### config.mk
export PLATFORM = sky130hd
export DESIGN_NAME = sys_arr_gemm_sequencer
export DESIGN_NICKNAME = d
export VERILOG_FILES = /design/src/rtl/sys_arr_gemm_sequencer.sv
export SDC_FILE = /design/constraint.sdc
export NUM_CORES = 1
export LEC_CHECK = 0
export ABC_AREA = 1
export BUFFER_PORTS_ARGS = -buffer_cell sky130_fd_sc_hd__buf_2
export CAP_MARGIN = 30
export CORE_AREA = 10 10 178 180
export CTS_CLUSTER_DIAMETER = 60
export DETAILED_ROUTE_END_ITERATION = 7
export DIE_AREA = 0 0 188 190
export GPL_ROUTABILITY_DRIVEN = 0
export GPL_TIMING_DRIVEN = 0
export REMOVE_ABC_BUFFERS = 1
export SLEW_MARGIN = 15
export SYNTH_ARGS = -nofsm -noshare
export SYNTH_HDL_FRONTEND = slang
export SYNTH_SLANG_ARGS = --single-unit
### constraint.sdc
create_clock -name clk -period 5.05 [get_ports clk]
set_input_delay 0.2525 -clock clk [delete_from_list [all_inputs] [get_ports clk]]
set_output_delay 0.2525 -clock clk [all_outputs]
set_load 0.02 [all_outputs]
### src/rtl/sys_arr_gemm_sequencer.sv
// GEMM tile sequencer for the systolic array: loads N weight rows, waits for
// array FIFO space, streams N input/partial rows, then writes N result rows back.
module sys_arr_gemm_sequencer #(
  parameter  int N  = 4,
  parameter  int DW = 16,
  parameter  int AW = 10,
  localparam int CW = $clog2(N)
) (
  input  logic            clk,
  input  logic            rst,
  input  logic            cmd_valid,
  output logic            cmd_ready,
  input  logic [AW-1:0]   cmd_w_base,
  input  logic [AW-1:0]   cmd_x_base,
  input  logic [AW-1:0]   cmd_ps_base,
  input  logic [AW-1:0]   cmd_out_base,
  output logic            rda_en,
  output logic [AW-1:0]   rda_addr,
  input  logic [DW*N-1:0] rda_data,
  output logic            rdp_en,
  output logic [AW-1:0]   rdp_addr,
  input  logic [DW*N-1:0] rdp_data,
  output logic            weight_en,
  output logic            input_en,
  output logic            partial_en,
  output logic [CW-1:0]   row_in_en,
  output logic [CW-1:0]   row_ps_en,
  output logic [DW*N-1:0] array_in,
  output logic [DW*N-1:0] array_in_partials,
  input  logic            fifo_has_space,
  input  logic            drained,
  input  logic            out_en,
  input  logic [CW-1:0]   row_out,
  input  logic [DW*N-1:0] array_output,
  output logic            wr_en,
  output logic [AW-1:0]   wr_addr,
  output logic [DW*N-1:0] wr_data,
  output logic            busy,
  output logic            done,
  output logic            err
);

  typedef enum logic [2:0] {
    IDLE       = 3'd0,
    LOAD_W     = 3'd1,
    WAIT_SPACE = 3'd2,
    STREAM_X   = 3'd3,
    DRAIN      = 3'd4,
    DONE       = 3'd5
  } state_t;

  localparam logic [CW-1:0] K_LAST   = CW'(N - 1);
  localparam logic [CW:0]   CNT_FULL = (CW+1)'(N);

  state_t          state_r, state_s;
  logic [CW-1:0]   k_r, k_s;
  logic            accept_s;
  logic [AW-1:0]   w_base_r, x_base_r, ps_base_r, out_base_r;
  logic [AW-1:0]   w_base_s, x_base_s, ps_base_s;
  logic [CW:0]     out_cnt_r;
  logic            wb_ok_s, stray_s;
  logic [AW-1:0]   rda_addr_s, rdp_addr_s;
  logic            rda_en_r, rdp_en_r;
  logic [AW-1:0]   rda_addr_r, rdp_addr_r;
  logic            ld_w_r, ld_x_r;
  logic [CW-1:0]   ld_idx_r;
  logic            wr_en_r;
  logic [AW-1:0]   wr_addr_r;
  logic [DW*N-1:0] wr_data_r;
  logic            cmd_ready_r, busy_r, done_r, err_r;

  // Next-state and row-counter logic
  always_comb begin
    state_s  = state_r;
    k_s      = k_r;
    accept_s = 1'b0;
    case (state_r)
      IDLE: begin
        if (cmd_valid) begin
          accept_s = 1'b1;
          state_s  = LOAD_W;
          k_s      = '0;
        end else begin
          state_s = IDLE;
        end
      end
      LOAD_W: begin
        if (k_r == K_LAST) begin
          state_s = WAIT_SPACE;
          k_s     = '0;
        end else begin
          k_s = k_r + CW'(1);
        end
      end
      WAIT_SPACE: begin
        if (fifo_has_space) begin
          state_s = STREAM_X;
          k_s     = '0;
        end else begin
          state_s = WAIT_SPACE;
        end
      end
      STREAM_X: begin
        if (k_r == K_LAST) begin
          state_s = DRAIN;
          k_s     = '0;
        end else begin
          k_s = k_r + CW'(1);
        end
      end
      DRAIN: begin
        if ((out_cnt_r == CNT_FULL) && drained) begin
          state_s = DONE;
        end else begin
          state_s = DRAIN;
        end
      end
      DONE: begin
        state_s = IDLE;
      end
      default: begin
        state_s = IDLE;
        k_s     = '0;
      end
    endcase
  end

  // Read addresses for the cycle being entered; bases bypass the latch on accept
  always_comb begin
    w_base_s   = accept_s ? cmd_w_base  : w_base_r;
    x_base_s   = accept_s ? cmd_x_base  : x_base_r;
    ps_base_s  = accept_s ? cmd_ps_base : ps_base_r;
    rda_addr_s = '0;
    rdp_addr_s = '0;
    if (state_s == LOAD_W) begin
      rda_addr_s = w_base_s + AW'(k_s);
    end else if (state_s == STREAM_X) begin
      rda_addr_s = x_base_s + AW'(k_s);
      rdp_addr_s = ps_base_s + AW'(k_s);
    end else begin
      rda_addr_s = '0;
      rdp_addr_s = '0;
    end
  end

  // Writeback qualification; results outside the streaming window or beyond N are errors
  always_comb begin
    wb_ok_s = 1'b0;
    if (out_en && ((state_r == STREAM_X) || (state_r == DRAIN)) && (out_cnt_r != CNT_FULL)) begin
      wb_ok_s = 1'b1;
    end else begin
      wb_ok_s = 1'b0;
    end
    stray_s = out_en && !wb_ok_s;
  end

  // State, row counter and latched tile bases
  always_ff @(posedge clk or posedge rst) begin
    if (rst) begin
      state_r    <= IDLE;
      k_r        <= '0;
      w_base_r   <= '0;
      x_base_r   <= '0;
      ps_base_r  <= '0;
      out_base_r <= '0;
    end else begin
      state_r <= state_s;
      k_r     <= k_s;
      if (accept_s) begin
        w_base_r   <= cmd_w_base;
        x_base_r   <= cmd_x_base;
        ps_base_r  <= cmd_ps_base;
        out_base_r <= cmd_out_base;
      end
    end
  end

  // Read issue: strobes and addresses registered from the next state
  always_ff @(posedge clk or posedge rst) begin
    if (rst) begin
      rda_en_r   <= 1'b0;
      rdp_en_r   <= 1'b0;
      rda_addr_r <= '0;
      rdp_addr_r <= '0;
    end else begin
      rda_en_r   <= (state_s == LOAD_W) || (state_s == STREAM_X);
      rdp_en_r   <= (state_s == STREAM_X);
      rda_addr_r <= rda_addr_s;
      rdp_addr_r <= rdp_addr_s;
    end
  end

  // Read-return stage: row strobe and index follow each issue by one cycle
  always_ff @(posedge clk or posedge rst) begin
    if (rst) begin
      ld_w_r   <= 1'b0;
      ld_x_r   <= 1'b0;
      ld_idx_r <= '0;
    end else begin
      ld_w_r   <= rda_en_r && (state_r == LOAD_W);
      ld_x_r   <= rda_en_r && (state_r == STREAM_X);
      ld_idx_r <= rda_en_r ? k_r : '0;
    end
  end

  // Result writeback, output-row count and sticky protocol error
  always_ff @(posedge clk or posedge rst) begin
    if (rst) begin
      wr_en_r   <= 1'b0;
      wr_addr_r <= '0;
      wr_data_r <= '0;
      out_cnt_r <= '0;
      err_r     <= 1'b0;
    end else begin
      wr_en_r   <= wb_ok_s;
      wr_addr_r <= wb_ok_s ? (out_base_r + AW'(row_out)) : '0;
      wr_data_r <= wb_ok_s ? array_output : '0;
      if (accept_s) begin
        out_cnt_r <= '0;
      end else if (wb_ok_s) begin
        out_cnt_r <= out_cnt_r + (CW+1)'(1);
      end
      err_r <= err_r | stray_s;
    end
  end

  // Handshake and status flags
  always_ff @(posedge clk or posedge rst) begin
    if (rst) begin
      cmd_ready_r <= 1'b1;
      busy_r      <= 1'b0;
      done_r      <= 1'b0;
    end else begin
      cmd_ready_r <= (state_s == IDLE);
      busy_r      <= (state_s != IDLE);
      done_r      <= (state_s == DONE);
    end
  end

  // Operand data passes straight from the scratchpad return into the array
  assign array_in          = (ld_w_r || ld_x_r) ? rda_data : '0;
  assign array_in_partials = ld_x_r ? rdp_data : '0;
  assign weight_en         = ld_w_r;
  assign input_en          = ld_x_r;
  assign partial_en        = ld_x_r;
  assign row_in_en         = ld_idx_r;
  assign row_ps_en         = ld_idx_r;
  assign rda_en            = rda_en_r;
  assign rda_addr          = rda_addr_r;
  assign rdp_en            = rdp_en_r;
  assign rdp_addr          = rdp_addr_r;
  assign wr_en             = wr_en_r;
  assign wr_addr           = wr_addr_r;
  assign wr_data           = wr_data_r;
  assign cmd_ready         = cmd_ready_r;
  assign busy              = busy_r;
  assign done              = done_r;
  assign err               = err_r;

endmodule

### Yosys cells after proc, flatten, opt, wreduce, memory -nomap -nowiden

Index checks and enable logic that the tools add are counted.
W data, S select, Z words.

| storage, ports and cells | value |
|---|---|
| output and inout port bits | 236 |
| memories | 0 |
| logic and storage cells | 82 |
| input port bits | 240 |
| bits in read-only memories | 0 |
| memory bits (writable) | 0 |
| latch bits | 0 |
| register bits after elaboration | 153 |

| operators by class | value |
|---|---|
| magnitude comparators | 0 |
| add/subtract/negate cells | 6 |
| multiplexer cells | 27 |
| multipliers | 0 |
| reduce and logical (&&, ||, !) cells | 16 |
| bitwise gates (word level) | 1 |
| equal/unequal tests | 11 |
| shift-type cells | 0 |
| divide/modulo/power cells | 0 |

Operator list:

| kind | number |
|---|---|
| $mux W64 | 3 |
| $mux W10 | 8 |
| $add A10 B2 Y10 | 4 |
| $pmux W3 S5 | 1 |
| $eq A3 B3 Y1 const B | 4 |
| $mux W3 | 4 |
| $eq A3 B2 Y1 const B | 3 |
| $mux W2 | 4 |
| $pmux W2 S4 | 1 |
| $eq A3 B1 Y1 const B | 2 |
| $logic_and A1 B1 Y1 | 6 |
| $logic_not A3 Y1 | 2 |
| $mux W1 | 6 |
| $reduce_or A2 Y1 | 2 |
| $add A3 B1 Y3 const B | 1 |
| $logic_or A1 B1 Y1 | 3 |
| $ne A3 B3 Y1 const B | 1 |
| $reduce_bool A3 Y1 | 1 |
| $add A2 B1 Y2 const B | 1 |
| $eq A2 B2 Y1 const B | 1 |
| $reduce_bool A2 Y1 | 1 |
| $logic_not A1 Y1 | 1 |
| $or A1 B1 Y1 | 1 |

### Depth between registers and ports, before layout

| depth | value |
|---|---|
| word-level depth | 8 |
| depth in mapped cells | 17 |
| depth with buffers taken out | 16 |

### Worst setup path after synthesis

No wires, ideal clock.

| path | value |
|---|---|
| path kind | register -> register |
| start | register state_r[1] |
| end | register rdp_addr_r[8] (netlist: rdp_addr[8]) |
| path buffers | 2 |
| path slack | 2.401 ns |
| stages on the path, launching flop included | 17 |
| period minus slack after synthesis | 2.649 ns |
| data arrival time | 2.530 ns |
| setup time | 0.119 ns |
| data required time | 4.931 ns |
| path through | dfrtp_1 -> nor2_4 -> nand3_4 -> inv_2 -> buf_2 -> clkbuf_1 -> nand2_1 -> nand2_1 -> ha_1 -> inv_1 -> fa_1 -> nor2_1 -> inv_2 -> nor3_2 -> nand3_1 -> nand2_1 -> nor2_1 |

| between the ends | value |
|---|---|
| cells in the longest elaborated chain, start to end | 6 |

RTL lines:

| element | line | text |
|---|---|---|
| from (decl) | 55 | `state_t state_r, state_s;` |
| from (signal assigned) | 167 | `state_r <= state_s;` |
| $logic_not A3 Y1 | 77 | `case (state_r)` |
| $mux W1 | 77 |  |
| $mux W10 | n/a |  |
| net ps_base_s[0] | 59 | `logic [AW-1:0] w_base_s, x_base_s, ps_base_s;` |
| $add A10 B2 Y10 | 139 | `rdp_addr_s = ps_base_s + AW'(k_s);` |
| $mux W10 | 137 | `end else if (state_s == STREAM_X) begin` |
| $mux W10 | 135 | `if (state_s == LOAD_W) begin` |
| net rdp_addr_s[8] | 62 | `logic [AW-1:0] rda_addr_s, rdp_addr_s;` |
| to (signal assigned) | 189 | `rdp_addr_r <= rdp_addr_s;` |
| to (decl) | 64 | `logic [AW-1:0] rda_addr_r, rdp_addr_r;` |

The timed path passes the listed nets, and every way through them passes these cells.
A chain may end at the register's enable or synchronous reset.

### Worst setup path in the final report

Same ends and word-level chain as after synthesis.

==> impl_metrics.env <==
export IMPL_placed_area_sq_um=10200
export IMPL_ys_top_cells_by_area="dfrtp_1 51%, inv_1 13%, nand2_1 10%"
export IMPL_synth_ff_type="dfrtp_1"
export IMPL_num_nets_final=1685
export IMPL_fmax_ghz=0.267
export IMPL_finalPower_mw=5.48
export IMPL_clkSinkCount=153
export IMPL_timing_final_ws_setup_ns=1.31
export IMPL_max_slew_margin=0.532
export IMPL_worstPathArrival_ns=4.06
export IMPL_outcome="finished clean"
export IMPL_cts_tree="done"
export IMPL_wl_mm=38.6
export IMPL_cts_buffer_depth=2
export IMPL_port_buffer_count=475
export IMPL_antenna_found_initial=21
export IMPL_dieArea_sq_um=35700
export IMPL_yosysMostFrequentCell="inv_1"
export IMPL_ys_seq_elements=153
export IMPL_clk_pin_slew_ns=0.06
export IMPL_drv_cap=0
export IMPL_ant_nets=0
export IMPL_fp_dieH_um=190
export IMPL_clock_latency_ns=0.43
export IMPL_route_detailed_drc=0
export IMPL_start_util=0.262
export IMPL_vias=7874
export IMPL_grtUsageMet1=0.245
export IMPL_async_flop_share=1.00
export IMPL_power_leakage_nw=7.30
export IMPL_htreeDepth=4
export IMPL_cellPowerDensity_nw_per_um2=505
export IMPL_cts_made_buffers=17
export IMPL_core_region_area_sq_um=28200
export IMPL_grt_pass1_wl_mm=54.8
export IMPL_rows=62
export IMPL_area_growth_pct=46.6
export IMPL_min_path_cells=3
export IMPL_dp_slack_ns=1.27
export IMPL_crit_path_max_fanout=52
export IMPL_busiest_layer="met2"
export IMPL_first_global_vias=7929
export IMPL_design_portCount=476
export IMPL_synth_edf_count=0
export IMPL_worstRegToRegCells=14
export IMPL_vdd_drop_max_mv=0.241
export IMPL_synth_seq_area_share=0.518
export IMPL_path_class="flop to flop"
export IMPL_finalMaxSlewViolations=0
export IMPL_required_ns=5.36
export IMPL_synth_warnings=0
export IMPL_min_period_ns=3.74
export IMPL_synth_top_area_cell="dfrtp_1"
export IMPL_use_met3=0.0514
export IMPL_hpwl_mm=32.8
export IMPL_netlist_area_sq_um=7400
export IMPL_drive_above_1_share=0.378
export IMPL_ys_types=40
export IMPL_grt_use_met2=0.369
export IMPL_cts_setup_buffers=0
export IMPL_syn_inst=965
export IMPL_grt_usage=0.209
export IMPL_die_w_um=188
export IMPL_setup_viol=0
export IMPL_grt_setup_unrepaired="no"
export IMPL_wl_per_cell_um=21.0
export IMPL_clock_skew_ns=0.0138
export IMPL_clock_tree_root_cell="clkbuf_16"
export IMPL_first_iter_violations=571
export IMPL_hold_path_class="primary input to flop"
export IMPL_fin_crit_sh=0.741
export IMPL_synth_top_cells_by_count="250 x inv_1, 205 x nand2_1, 174 x nor2_1, 152 x dfrtp_1, 32 x nand3_1"
export IMPL_grt_max_degree=97
export IMPL_synth_top_area_share=0.514
export IMPL_grt_overflow=0
export IMPL_hold_violations=0
export IMPL_rrSetupSlack_ns=1.31
export IMPL_syn_area_per_cell_sq_um=7.67
export IMPL_start_kind="flop"
export IMPL_fin_area_sq_um=10800
export IMPL_tightest_slew_ns=0.703
export IMPL_dr_pass1_iters=4
export IMPL_viasPerCell=4.29
export IMPL_instances_no_fill=1835
export IMPL_end_kind="flop"
export IMPL_dpl_cell_count=1794
-- metrics by stage --
step	setup TNS, ns	utilization	hold WS (ns)
final	0	0.384	0.0222
after global routing	0	0.384	0.00688
after CTS	0	0.384	0.00220
after detailed placement	0	0.361	0.316
after global placement	-218.40	0.357	0.448
after floorplan	0	-	0.359
-- sequential cells by signal, summed over array words and instances (netlist names), 3 cells and up --
register and cells:
wr_data 64, out_base_r 10, ps_base_r 10, rda_addr 10, rdp_addr 10, w_base_r 10, wr_addr 10, x_base_r 10
out_cnt_r 3, state_r 3
-- per-layer routing --
metal / share of wire / vias up / routed length [um]
met4: 0.021 / 4 / 800
met5: 0.00070 / - / 27
met2: 0.52 / 343 / 20000
li1: - / 3725 / -
met3: 0.063 / 58 / 2420
met1: 0.40 / 3744 / 15400
-- final timing paths --
path,start,endpoint
min in group asynchronous,rst,wr_data[31]$_DFF_PP0_
worst max register to register,state_r[1]$_DFF_PP0_,rdp_addr[8]$_DFF_PP0_
max in group asynchronous,rst,state_r[1]$_DFF_PP0_
worst min-delay path,cmd_out_base[2],out_base_r[2]$_DFFE_PP0N_
worst min register to register,err$_DFF_PP0_,err$_DFF_PP0_
worst max-delay path,state_r[1]$_DFF_PP0_,rdp_addr[8]$_DFF_PP0_
-- report_power, final --
part / switching [mW] / total (mW) / internal (mW)
logic: 1.71 / 2.45 / 0.731
registers: 0.139 / 1.67 / 1.53
clock network: 0.578 / 1.37 / 0.793
-- kinds of logic (layout without fill, tap and decap cells) --
logic type,Yosys count,in the layout,synth area share
DFF,153,153,0.518
adders and majority gates,15,15,0.0294
other,0,8,0
AOI/OAI and AO/OA,46,46,0.0386
buffers and inverters,291,769,0.153
xor gates and xnor gates,5,5,0.00592
and+or+nand+nor,455,455,0.256
-- layout by cell type (no fill, tap or decap), types with 4 or more instances in the layout --
master	count
nand3_1	32
fa_1	4
buf_2	475
o21ai_2	4
inv_1	249
dfrtp_1	151
nand2_2	5
nand4_1	16
nor2_4	5
o21ai_1	5
nor2_2	4
inv_2	7
nor2_1	173
clkbuf_16	17
nand2_1	204
ha_1	11
diode_2	8
o21ai_0	17
nor3_1	6
inv_8	5
a21oi_1	9
-- critical path, stage by stage (launching register included) --
cell and delay, ns:
dfrtp_1 0.44, nor2_4 0.34, nand3_4 0.60, inv_2 0.69
nand2_1 0.10, nand2_1 0.13, ha_1 0.22, inv_1 0.07
fa_1 0.38, nor2_1 0.18, inv_2 0.07, nor3_2 0.20
nand3_1 0.10, nand2_1 0.07, nor2_1 0.04
-- repair_timing --
action,CTS,global route
hold buffers,1,0
resized for setup,0,0
endpoints found under the hold margin,56,0
-- layout make-up --
| class | count | area [sq um] |
|---|---|---|
| clock buffers | 17 | 425 |
| inverters | 257 | 972 |
| flip-flops and latches | 153 | 3830 |
| repair buffers | 480 | 2470 |
| fillers | 3120 | 17400 |
| well taps | 384 | 480 |
| diodes | 8 | 20.0 |
| multi-input cells | 521 | 2450 |
| clock inverters | 15 | 191 |
(Power assumes the default switching activity.)
